File: src/rtl/simple_gc_pkg.sv
// ============================================================================
// Module  : simple_gc_pkg
// Brief   : Shared defaults and helpers for simple_gated_counter.
// Rev     : 1.0  initial release
// ============================================================================
`default_nettype none

package simple_gc_pkg;

    localparam int SIMPLE_GC_CH_DEF     = 4;
    localparam int SIMPLE_GC_CNT_W_DEF  = 3;
    localparam int SIMPLE_GC_STAGES_DEF = 2;

    function automatic int unsigned cnt_max(input int unsigned width);
        return (32'd1 << width) - 32'd1;
    endfunction

endpackage

`default_nettype wire

File: src/rtl/simple_gc_chan.sv
// ============================================================================
// Module  : simple_gc_chan
// Brief   : One channel: AND gate, hold-priority counter, raw nz/wrap flags.
//           SIMPLE_GC_SAT_EN selects saturate-at-max instead of modulo wrap.
// Rev     : 1.0  initial release
// ============================================================================
`default_nettype none

module simple_gc_chan
    import simple_gc_pkg::*;
#(
    parameter int CNT_W = SIMPLE_GC_CNT_W_DEF
) (
    input  logic             clk_i,
    input  logic             rst_n_i,
    input  logic             inp1_i,
    input  logic             inp2_i,
    input  logic             hold_i,
    output logic [CNT_W-1:0] cnt_o,
    output logic             nz_o,
    output logic             wr_o
);

    localparam logic [CNT_W-1:0] c_CNT_MAX = CNT_W'(cnt_max(CNT_W));

    logic             w_gate;
    logic [CNT_W-1:0] cnt_q, cnt_d;
    logic             wr_q, wr_d;

    assign w_gate = inp1_i & inp2_i;

    always_comb begin
        cnt_d = cnt_q;
        wr_d  = 1'b0;
        if (hold_i) begin
            cnt_d = cnt_q;
        end else if (w_gate) begin
`ifdef SIMPLE_GC_SAT_EN
            // Pulse only on the step that lands on max; stay there afterwards.
            if (cnt_q != c_CNT_MAX) begin
                cnt_d = cnt_q + CNT_W'(1);
                wr_d  = ((cnt_q + CNT_W'(1)) == c_CNT_MAX);
            end
`else
            cnt_d = cnt_q + CNT_W'(1);
            wr_d  = (cnt_q == c_CNT_MAX);
`endif
        end else begin
            cnt_d = '0;
        end
    end

    always_ff @(negedge clk_i or negedge rst_n_i) begin
        if (!rst_n_i) begin
            cnt_q <= '0;
            wr_q  <= 1'b0;
        end else begin
            cnt_q <= cnt_d;
            wr_q  <= wr_d;
        end
    end

    assign cnt_o = cnt_q;
    assign nz_o  = (cnt_q != '0);
    assign wr_o  = wr_q;

endmodule

`default_nettype wire

File: src/rtl/simple_gated_counter.sv
// ============================================================================
// Module  : simple_gated_counter
// Brief   : CH gated modulo counters with a STAGES-deep nz/wrap output pipe.
//           Optional SIMPLE_GC_SAT_EN makes counters saturate at max.
// Rev     : 1.0  initial release
// ============================================================================
`default_nettype none

module simple_gated_counter
    import simple_gc_pkg::*;
#(
    parameter int CH     = SIMPLE_GC_CH_DEF,
    parameter int CNT_W  = SIMPLE_GC_CNT_W_DEF,
    parameter int STAGES = SIMPLE_GC_STAGES_DEF
) (
    input  logic                tau2015_clk,
    input  logic                tau2015_rst_n,
    input  logic [CH-1:0]       inp1,
    input  logic [CH-1:0]       inp2,
    input  logic [CH-1:0]       hold,
    output logic [CH-1:0]       out,
    output logic [CH-1:0]       wrap,
    output logic [CH*CNT_W-1:0] cnt_o
);

    logic [CH-1:0] w_nz;
    logic [CH-1:0] w_wr;

    for (genvar c = 0; c < CH; c++) begin : g_chan
        simple_gc_chan #(
            .CNT_W (CNT_W)
        ) u_chan (
            .clk_i   (tau2015_clk),
            .rst_n_i (tau2015_rst_n),
            .inp1_i  (inp1[c]),
            .inp2_i  (inp2[c]),
            .hold_i  (hold[c]),
            .cnt_o   (cnt_o[c*CNT_W +: CNT_W]),
            .nz_o    (w_nz[c]),
            .wr_o    (w_wr[c])
        );
    end

    if (STAGES == 0) begin : g_no_pipe
        assign out  = w_nz;
        assign wrap = w_wr;
    end else begin : g_pipe
        logic [CH-1:0] nz_pipe_q [STAGES];
        logic [CH-1:0] wr_pipe_q [STAGES];

        // Free-running shift: hold freezes counters, never the pipe.
        always_ff @(negedge tau2015_clk or negedge tau2015_rst_n) begin
            if (!tau2015_rst_n) begin
                for (int s = 0; s < STAGES; s++) begin
                    nz_pipe_q[s] <= '0;
                    wr_pipe_q[s] <= '0;
                end
            end else begin
                nz_pipe_q[0] <= w_nz;
                wr_pipe_q[0] <= w_wr;
                for (int s = 1; s < STAGES; s++) begin
                    nz_pipe_q[s] <= nz_pipe_q[s-1];
                    wr_pipe_q[s] <= wr_pipe_q[s-1];
                end
            end
        end

        assign out  = nz_pipe_q[STAGES-1];
        assign wrap = wr_pipe_q[STAGES-1];
    end

endmodule

`default_nettype wire

File: config.mk
export PLATFORM = sky130hd
export DESIGN_NAME = simple_gated_counter
export DESIGN_NICKNAME = d
export VERILOG_FILES = /design/src/rtl/simple_gc_pkg.sv /design/src/rtl/simple_gc_chan.sv /design/src/rtl/simple_gated_counter.sv
export SDC_FILE = /design/constraint.sdc
export NUM_CORES = 1
export LEC_CHECK = 0
export CORE_MARGIN = 2
export CORE_UTILIZATION = 45
export CTS_CLUSTER_DIAMETER = 50
export DETAILED_ROUTE_END_ITERATION = 8
export HOLD_SLACK_MARGIN = 0.05
export PLACE_DENSITY = 0.74
export SETUP_SLACK_MARGIN = 0.3
export SLEW_MARGIN = 20
export SYNTH_ARGS = -nofsm -noshare
export SYNTH_HDL_FRONTEND = slang
export SYNTH_HIERARCHICAL = 1
export SYNTH_SLANG_ARGS = --single-unit
export TNS_END_PERCENT = 100
File: constraint.sdc
create_clock -name tau2015_clk -period 1.4 [get_ports tau2015_clk]
set_clock_uncertainty 0.15 [all_clocks]
set_input_delay 0.21 -clock tau2015_clk [delete_from_list [all_inputs] [get_ports tau2015_clk]]
set_output_delay 0.21 -clock tau2015_clk [all_outputs]
set_load 0.1 [all_outputs]
* Word level (Yosys, flattened, before mapping)
Cells that the tools add are included.
** Word-level totals
- Bits in registers :: 32
- Bits of input ports :: 14
- Output and inout bits :: 20
- Logic and storage cells :: 40
** Operators by class
- Add/sub/neg operators :: 4
- Equal/unequal tests :: 4
- Mux-type cells :: 12
- Bitwise operators :: 4
- Reductions and logical operators :: 4
** Operators with widths (count)
- 3-bit by 1-bit adder with 3-bit output, second input constant :: 4
- 3-bit equality test, second input constant :: 4
- 3-bit two-way mux :: 4
- 3-bit nonzero test :: 4
- 1-bit two-way mux :: 8
- 1-bit AND :: 4

* Depth between registers and ports, before layout
Gate-level depths: netlist of run 1.
- Depth in word-level cells :: 3
- Mapped depth :: 4
- Mapped depth without buffers :: 4

* By module
Netlist of run 1, hierarchy kept.
** Modules (own cells, without submodules)
- simple_gc_chan :: times used 4, cells an instance 21, area an instance 219.0 µm², sequential area each 100.1 µm²
- simple_gated_counter :: times used 1, cells an instance 24, area an instance 460.4 µm², sequential area each 400.4 µm²

==> results of run 1 <==
## registers in the layout, indices dropped and copies added, names as in the netlist
signal and cells:
g_pipe.wr_pipe_q 4, out 4, g_chan.u_chan/cnt_o 12, g_pipe.nz_pipe_q 4, g_chan.u_chan/wr_o 4, wrap 4
## stage by stage
step | cells | setup TNS [ns] | instance area, um^2
after floorplan | 108 | -15.49 | 1450
after global placement | 181 | -17.67 | 2000
after detailed placement | 181 | -18.60 | 2000
after CTS | 194 | -12.78 | 2230
after global routing | 199 | -14.16 | 2370
final | 199 | -12.93 | 2370
## layout make-up
type / count / area [um^2]
Sequential cell: 32 / 801
Inverter: 12 / 55.1
Fill cell: 124 / 412
Timing Repair Buffer: 60 / 800
Tap cell: 31 / 38.8
Clock buffer: 8 / 58.8
Multi-Input combinational cell: 56 / 617
## per-layer routing
metal,part of all wire (%),routed length (um),vias up
met5,0,0,-
met4,1.3,47,0
met3,4.1,147,4
met2,57,2010,33
met1,38,1340,504
li1,-,-,463
## cell families (layout without fill, tap and decap cells)
family                     count (synthesis)  in the layout  synth area share (%)
AOI/OAI and AO/OA                         12             12                  5.62
DFF                                       32             32                  59.9
buffers and inverters                     20             80                  7.87
adders and majority gates                 12             12                  11.2
and+or+nand+nor                           32             32                  15.4
## worst register-to-register path, cell delays in order, from the launching register on
cell	delay, ns
dfrtn_1	0.50
buf_4	0.14
buf_6	0.08
buf_6	0.12
ha_4	0.15
ha_4	0.19
nand3_2	0.06
o21ai_2	0.05
## power by group
group,internal (mW),switching (mW)
Sequential,0.977,0.0369
Combinational,0.278,0.392
Clock,0.248,0.297
## repair_timing
| action | 4_1_cts | 5_1_grt |
|---|---|---|
| pin swaps | 8 | 7 |
| hold endpoints to repair | 0 | 0 |
| setup endpoints to repair | 70 | 40 |
| buffers inserted | 4 | 5 |
| gates resized for setup | 89 | 26 |
| cloned | 1 | 0 |
## worst max-delay path by stage
stage,startpoint,end,cells after the start
floorplan,g_chan[0].u_chan/cnt_o[0],cnt_o[0],0
global placement,hold[1],g_chan[1].u_chan/cnt_o[0],3
detailed placement,hold[1],g_chan[1].u_chan/cnt_o[0],3
CTS,g_chan[3].u_chan/cnt_o[0],cnt_o[9],1
global route,g_chan[2].u_chan/cnt_o[0],cnt_o[6],1
finish,g_chan[2].u_chan/cnt_o[0],cnt_o[6],1
## cell usage in the layout, fill, tap and decap left out, drive strengths merged, types with 4 or more instances in the layout
master,synthesis,layout
nand3b,4,4
o21ai,12,12
nand2,12,12
buf,8,58
nand3,8,8
nor2,4,4
dfrtn,32,32
nand2b,4,4
inv,12,12
ha,12,12
clkbuf,0,8
==> impl_metrics.yaml, run 1 <==
outcome:
  status: "finished, violations left"
  violations: "setup timing"
clocking:
  clk-insertion-delay-late_ns: 0.31
  cts_tree: "yes"
  clock-sinks: 32
  htreeDepth: 2
  path_clk_slew_ns: 0.07
  ctsHoldBuffers: 0
  root_buffer: "clkbuf_4"
  cts_buffers: 5
  clock_path_buffers: 2
final_layout:
  final_util_pct: 85.2
  n_antenna_cell: 0
  area_delta_synth_final_pct: 77.3
  layout-drive-gt1-share_pct: 63.1
  final_nets: 193
die:
  initial_core_util_pct: 48.0
  core_area_um2: 2780
  rows: 19
  ios: 34
  die_w_um: 58.5
  die-area_um2: 3420
  die_h_um: 58.5
worst_setup_path:
  ff2ff_path_depth: 7
  cp_max_fo: 2
  reg2reg_slack_ns: -0.18
  crit_path_max_incr_delay_ns: 0.51
  cp-end-kind: "output port"
  critPathTopFamily: "flip-flops"
  critical_path_buf_inv_count: 1
  cp.required_ns: 1.04
  cp_cell_sequence: "buf_12"
  arrival_ns: 1.73
  timing.rr.end: "g_chan[3].u_chan/cnt_o[2]"
  startpoint_type: "register"
  worstReg2RegStart: "g_chan[3].u_chan/cnt_o[0]"
  crit_type: "reg2out"
  cpMaxStageDelayCell: "dfrtn_1"
synthesis:
  syn_inst: 108
  synth.most_common_cell: "dfrtn_1"
  synthesis.area_um2: 1340
  ys_top_cells_by_count: "dfrtn_1, ha_1, inv_1, nand2_1"
  syn_nets: 134
  syn_area_per_cell_um2: 12.4
  synthFlopType: "dfrtn_1"
  ys_warn_count: 6
  yosysUniqueCellTypes: 11
  synthTopCellsByArea: "dfrtn_1, ha_1, nand3b_4, buf_4, inv_1"
  synth-edff-count: 0
  synth-seq-area-share_pct: 59.9
  synth-seq-cells: 32
  yosysTopAreaCellShare_pct: 59.9
  yosys.area.top_type: "dfrtn_1"
  async_flop_share_pct: 100
job:
  max_cap_viol_count: 0
sta:
  relSlewSlack_pct: 86.9
  setup_ws_ns: -0.690
  slew_violations: 0
  rsz0062_at_grt: "true"
  worst_pin_slew_ns: 0.197
  finalSetupViolCount: 27
  hold_viol_final: 0
  timing.hold.ws_ns: 0.145
min_path:
  hp-class: "reg2reg"
  hold_end: "wrap[3]"
  min_path_cells: 0
  min_from: "g_pipe.wr_pipe_q[7]"
route:
  vias: 1004
  drc: 0
  via_per_inst: 5.05
  avgRoutedWirePerCell_um: 17.8
  wl_um: 3550
  drt-pass1-iter-count: 4
  ant_nets: 0
  first_iter_violations: 24
global_routing:
  grt_pass1_wl_um: 5110
  grt.busiest_layer: "met2"
  grt-ovfl-total: 0
  grt_max_degree: 17
  grt_usage_pct: 21.5
  met3_usage_pct: 7.03
  grt_use_met2_pct: 37.9
  use_met1_pct: 23.2
  grt_pass1_vias: 1089
  antenna_found_initial: 0
placed_design:
  dp_hpwl_um: 1910
  port_buffers: 33
  gp_congestion: 0.827
  pre_cts_ws_ns: -0.632
power:
  p_total_mw: 2.23
  ir_drop_mv: 1.07
  p_per_area_nw_per_um2: 940
  power.leakage_nw: 1.14
(Power assumes the default switching activity.)
==> inputs of run 2 (changes only) <==
- CORE_UTILIZATION: 45 -> 47
- PLACE_DENSITY: 0.74 -> 0.77
==> run 2 against run 1 <==
Against the previous run:
- the flow still finishes with violations (setup timing)
- hold slack better by 0.0028 ns
- combinational power is 9.0% higher
- core utilization grew 7.6 points
- sequential power about the same
- critical endpoint is now cnt_o[4]
- register-to-register slack hardly changed
- routed wire length rose by 30%
- die area shrank 4.0%
- largest cell class is now buffers
- design area is 7.0% higher
- critical path type unchanged
- critical path depth unchanged
- via count increased by 7.2%
==> impl_metrics.yaml, run 2 (synthesis gave the netlist of run 1 again) <==
sta:
  worst_pin_slew_ns: 0.255
  setup_ws_ns: -0.704
  finalSetupViolCount: 27
  rsz0062_at_grt: "true"
  timing.hold.ws_ns: 0.148
  slew_violations: 0
  hold_viol_final: 0
  relSlewSlack_pct: 83.0
global_routing:
  grt-ovfl-total: 0
  grt_pass1_wl_um: 5840
  grt_max_degree: 13
  grt_usage_pct: 25.6
  antenna_found_initial: 0
  grt_pass1_vias: 1174
die:
  core_area_um2: 2730
  ios: 34
  initial_core_util_pct: 48.9
  rows: 19
  die-area_um2: 3290
  die_w_um: 57.3
  die_h_um: 57.3
clocking:
  clock_path_buffers: 2
  path_clk_slew_ns: 0.07
  clk-insertion-delay-late_ns: 0.34
  cts_tree: "yes"
  cts_buffers: 5
  clock-sinks: 32
  ctsHoldBuffers: 0
  root_buffer: "clkbuf_4"
  htreeDepth: 2
placed_design:
  port_buffers: 33
  placed_cells: 181
  dp_hpwl_um: 1870
  dpl_cell_area_um2: 2000
  gp_congestion: 0.808
worst_setup_path:
  cp-end-kind: "output port"
  cp_cell_sequence: "buf_12"
  cp.required_ns: 1.04
  cpMaxStageDelayCell: "dfrtn_1"
  crit_path_max_incr_delay_ns: 0.51
  cp.depth: 1
  arrival_ns: 1.74
  worstReg2RegStart: "g_chan[1].u_chan/cnt_o[0]"
  crit_type: "reg2out"
  critical_path_buf_inv_count: 1
  timing.rr.end: "g_chan[1].u_chan/cnt_o[2]"
  startpoint_type: "register"
  reg2reg_slack_ns: -0.19
  ff2ff_path_depth: 7
  critPathTopFamily: "flip-flops"
  cp_max_fo: 2
final_layout:
  layout-drive-gt1-share_pct: 69.9
  final_common_cell: "dfrtn_1"
  layout_common_cells: "dfrtn_1, buf_6, buf_12"
  instances_no_fill: 207
  n_antenna_cell: 0
  final_nets: 201
  area_delta_synth_final_pct: 89.8
  largest_reg_flops: 12
  fin_area_um2: 2540
min_path:
  hp-class: "reg2reg"
  hold_end: "wrap[1]"
  min_from: "g_pipe.wr_pipe_q[5]"
  min_path_cells: 0
power:
  power.leakage_nw: 1.20
  p_total_mw: 2.58
  p_per_area_nw_per_um2: 1020
  ir_drop_mv: 1.36
route:
  first_iter_violations: 50
  drc: 0
  via_per_inst: 5.20
  ant_nets: 0
  vias: 1076
  avgRoutedWirePerCell_um: 22.3
  drt-pass1-iter-count: 4
  wl_um: 4610
job:
  max_cap_viol_count: 0
outcome:
  violations: "setup timing"
  status: "finished, violations left"
==> run 2: cell count changes in the layout (fill, tap and decap cells not counted), sizes merged <==
cell / delta
buf: +8
bufinv: +1
clkbuf: -1
==> run 2: repair_timing <==
action | in CTS | in global routing
cloned | 1 | 0
setup buffers | 9 | 8
resized for setup | 101 | 27
pin swaps | 8 | 7
endpoints found under the setup margin | 72 | 40
==> run 2: per-stage QoR <==
stage                     utilization (%)  TNS, ns  worst slack (ns)
final                                92.8   -13.81            -0.704
after global routing                 92.8   -14.62            -0.733
after CTS                            86.5   -13.03            -0.679
after detailed placement             73.0   -19.15            -0.631
after global placement               73.0   -17.34            -0.584
after floorplan                         -   -15.49            -0.684
==> run 2: how the worst max path moves through the flow <==
stage                              startpoint                        end
global placement                      hold[0]  g_chan[0].u_chan/cnt_o[0]
finish              g_chan[1].u_chan/cnt_o[1]                   cnt_o[4]
floorplan           g_chan[0].u_chan/cnt_o[0]                   cnt_o[0]
CTS                 g_chan[2].u_chan/cnt_o[2]                   cnt_o[8]
detailed placement                    hold[0]  g_chan[0].u_chan/cnt_o[0]
global route        g_chan[2].u_chan/cnt_o[0]                   cnt_o[6]
==> run 2: final cells by class <==
| type | count | area [um^2] |
|---|---|---|
| Clock inverter | 1 | 30.0 |
| Multi-Input combinational cell | 56 | 667 |
| Tap cell | 31 | 38.8 |
| Sequential cell | 32 | 801 |
| Clock buffer | 7 | 65.1 |
| Inverter | 12 | 52.6 |
| Timing Repair Buffer | 68 | 882 |
| Fill cell | 73 | 198 |
==> run 2: per-layer routing <==
layer / GRT usage, % / up-vias / part of all wire, %
li1: - / 477 / -
met4: 15.3 / 0 / 2.8
met2: 39.1 / 48 / 48
met5: 0 / - / 0
met1: 31.3 / 539 / 44
met3: 9.30 / 12 / 5.4
==> run 2: power breakdown <==
part	internal (mW)	switching [mW]	leakage [nW]
clock network	0.474	0.360	0.0515
logic	0.311	0.420	0.712
registers	0.977	0.0405	0.435
total	1.76	0.821	1.20
==> inputs of run 3 (changes only) <==
- SLEW_MARGIN: 20 -> unset
==> results of run 3 <==
Same layout as run 2: the final DEF is identical, and so are final timing and power.
==> variant: new RTL, flow settings as in run 1 <==
`SIMPLE_GC_CNT_W_DEF`: 3 -> 5.
--- a/src/rtl/simple_gc_pkg.sv
+++ b/src/rtl/simple_gc_pkg.sv
@@ -8,7 +8,7 @@
 package simple_gc_pkg;
 
     localparam int SIMPLE_GC_CH_DEF     = 4;
-    localparam int SIMPLE_GC_CNT_W_DEF  = 3;
+    localparam int SIMPLE_GC_CNT_W_DEF  = 5;
     localparam int SIMPLE_GC_STAGES_DEF = 2;
 
     function automatic int unsigned cnt_max(input int unsigned width);
Ports: changed (resized cnt_o); port bits go from 34 to 42. No check against the original RTL was run, so the function may have changed too.
==> variant against run 1 <==
- the run still ends with setup timing left
- largest power group unchanged
- clock power is 77% higher
- setup slack better by 0.035 ns
- critical endpoint is now cnt_o[14]
- power is 39% higher
- sequential cell count is 8 higher
- highest routed layer unchanged
- routed wire length is 130% higher
- final area is 49% higher
- synthesized area is 31% higher
==> variant: results (changes against run 1) <==
Status -> complete, but fails checks
Failing checks -> setup timing
Initial DRC Count -> 145 (+500%)
Power per cell area -> 871.9 nW/um^2 (-7.3%)
Commonest cells post-synth -> dfrtn_1, nand2_1, ha_1, nand3_1, o21ai_0
Mapped Cells -> 152 (+41%)
GRT Overall Usage -> 27.47% (+5.9 points)
Sequential-to-total area share from yosys stat -> 56.98% (-2.9 points)
DP HPWL -> 2932 um (+54%)
Max FO, Critical Path -> 2 (unchanged)
Global-route wire length before repair -> 8700 um (+70%)
Hold crit path type -> flop to flop
Worst setup margin -> -0.6546 ns (+0.03546 ns)
DP Area -> 2713 um^2 (+36%)
Setup-failing EPs final -> 55 (+100%)
Leak Pwr -> 1.646 nW (+44%)
WL met2 -> 4280 um (+110%)
Slowest cell on the critical path -> dfrtn_1
Max Used Layer -> met4
Post-synthesis cell type count -> 17 (+6)
Drt pass-1 iters -> 4 (unchanged)
Syn nets -> 178 (+33%)
Vias in the first global route -> 1738 (+60%)
CTS tree -> yes
Synth top area cells -> dfrtn_1, ha_1, nand3_1
Met3 Wirelength -> 484 um (+230%)
Num CTS Buffers -> 5 (unchanged)
Finished Layout Cells -> 301 (+51%)
VDD IR-drop max -> 954.7 uV (-11%)
Cell family with most CP delay -> flip-flops
Clock root buffer -> clkbuf_8
Reg clk slew, reported paths -> 0.06 ns
Layout cell share with drive strength beyond 1 -> 72.73% (+9.6 points)
Clk buf depth -> 2 (unchanged)
Placer's final routability congestion estimate -> 0.8506 (+2.8%)
FFs w/ async S/R, synth -> 100.0% (unchanged)
Later-pin clock latency in the skew report -> 0.29 ns (-0.02 ns)
# diodes -> 0 (unchanged)
Drt via density -> 5.658 (+12%)
Initial antenna violation count -> 0 (unchanged)
Max-Slew Margin vs Limit -> 84.31% (-2.6 points)
Total number of yosys warnings -> 6 (unchanged)
H-Tree Level Count -> 2 (unchanged)
Final nets -> 278 (+44%)
Max incr delay on CP -> 0.50 ns
DRT Wirelength -> 8148 um (+130%)
Placed Cells -> 264 (+46%)
Number of flip-flops in the largest register -> 20 (+8)
M1 WL -> 2950 um (+120%)
Port Buffer Count -> 41 (+24%)
Fillcell total -> 78 (-37%)
Largest net degree at the start of global routing -> 41 (+24)
-- variant: path summary, 6_finish.rpt --
| check | start | end | slack [ns] | cells after the start |
|---|---|---|---|---|
| setup / recovery | g_chan[2].u_chan/cnt_o[4]$_DFFE_NN0N_ | cnt_o[14] | -0.65 | 1 |
| hold / removal | g_pipe.nz_pipe_q[7]$_DFF_NN0_ | out[3]$_DFF_NN0_ | 0.15 | 0 |
| hold reg to reg | g_pipe.nz_pipe_q[7]$_DFF_NN0_ | out[3]$_DFF_NN0_ | 0.15 | 0 |
| max in group asynchronous | tau2015_rst_n | g_chan[2].u_chan/cnt_o[3]$_DFFE_NN0N_ | 0.55 | 2 |
| setup reg to reg | g_chan[2].u_chan/cnt_o[1]$_DFFE_NN0N_ | g_chan[2].u_chan/cnt_o[4]$_DFFE_NN0N_ | -0.48 | 9 |
| min in group asynchronous | tau2015_rst_n | g_chan[1].u_chan/cnt_o[1]$_DFFE_NN0N_ | 0.33 | 2 |
-- variant: per-stage QoR --
| step | setup WS, ns | TNS [ns] |
|---|---|---|
| floorplan | -0.7586 | -28.61 |
| global placement | -0.7907 | -23.72 |
| detailed placement | -0.8344 | -24.89 |
| CTS | -0.6407 | -20.17 |
| global route | -0.6788 | -25.48 |
| finish | -0.6546 | -24.36 |
-- variant: cells by family (layout without fill, tap and decap cells) --
family	Yosys count	in the layout	share of synthesized area, %
compound gates	20	20	7.408
fa+ha+maj	12	12	8.547
buf+inv	20	121	6.268
flops	40	40	56.98
mux	8	8	4.843
simple gates	52	52	15.95
-- variant: area by class of cell --
class,instances,area (um^2),share of cell area (%)
Multi-Input combinational cell,92,1049,29.61
Clock inverter,3,42.54,1.201
Clock buffer,5,68.82,1.943
Inverter,8,37.54,1.060
Sequential cell,40,1001,28.27
Timing Repair Buffer,105,1282,36.22
Tap cell,48,60.06,1.696
-- variant: per-layer routing --
layer	global-route usage [%]	up-vias
li1	-	708
met1	31.81	861
met2	45.75	97
met3	6.926	37
met4	16.33	0
met5	0	-
-- variant: power breakdown --
group / total, mW / internal [mW] / switching (mW)
Clock: 0.963 / 0.528 / 0.435
Combinational: 0.871 / 0.374 / 0.496
Sequential: 1.25 / 1.21 / 0.0429
-- variant: timing repair --
item | CTS | global route
gates resized for setup | 130 | 48
pin swaps | 19 | 14
endpoints found under the setup margin | 56 | 56
setup buffers | 11 | 18
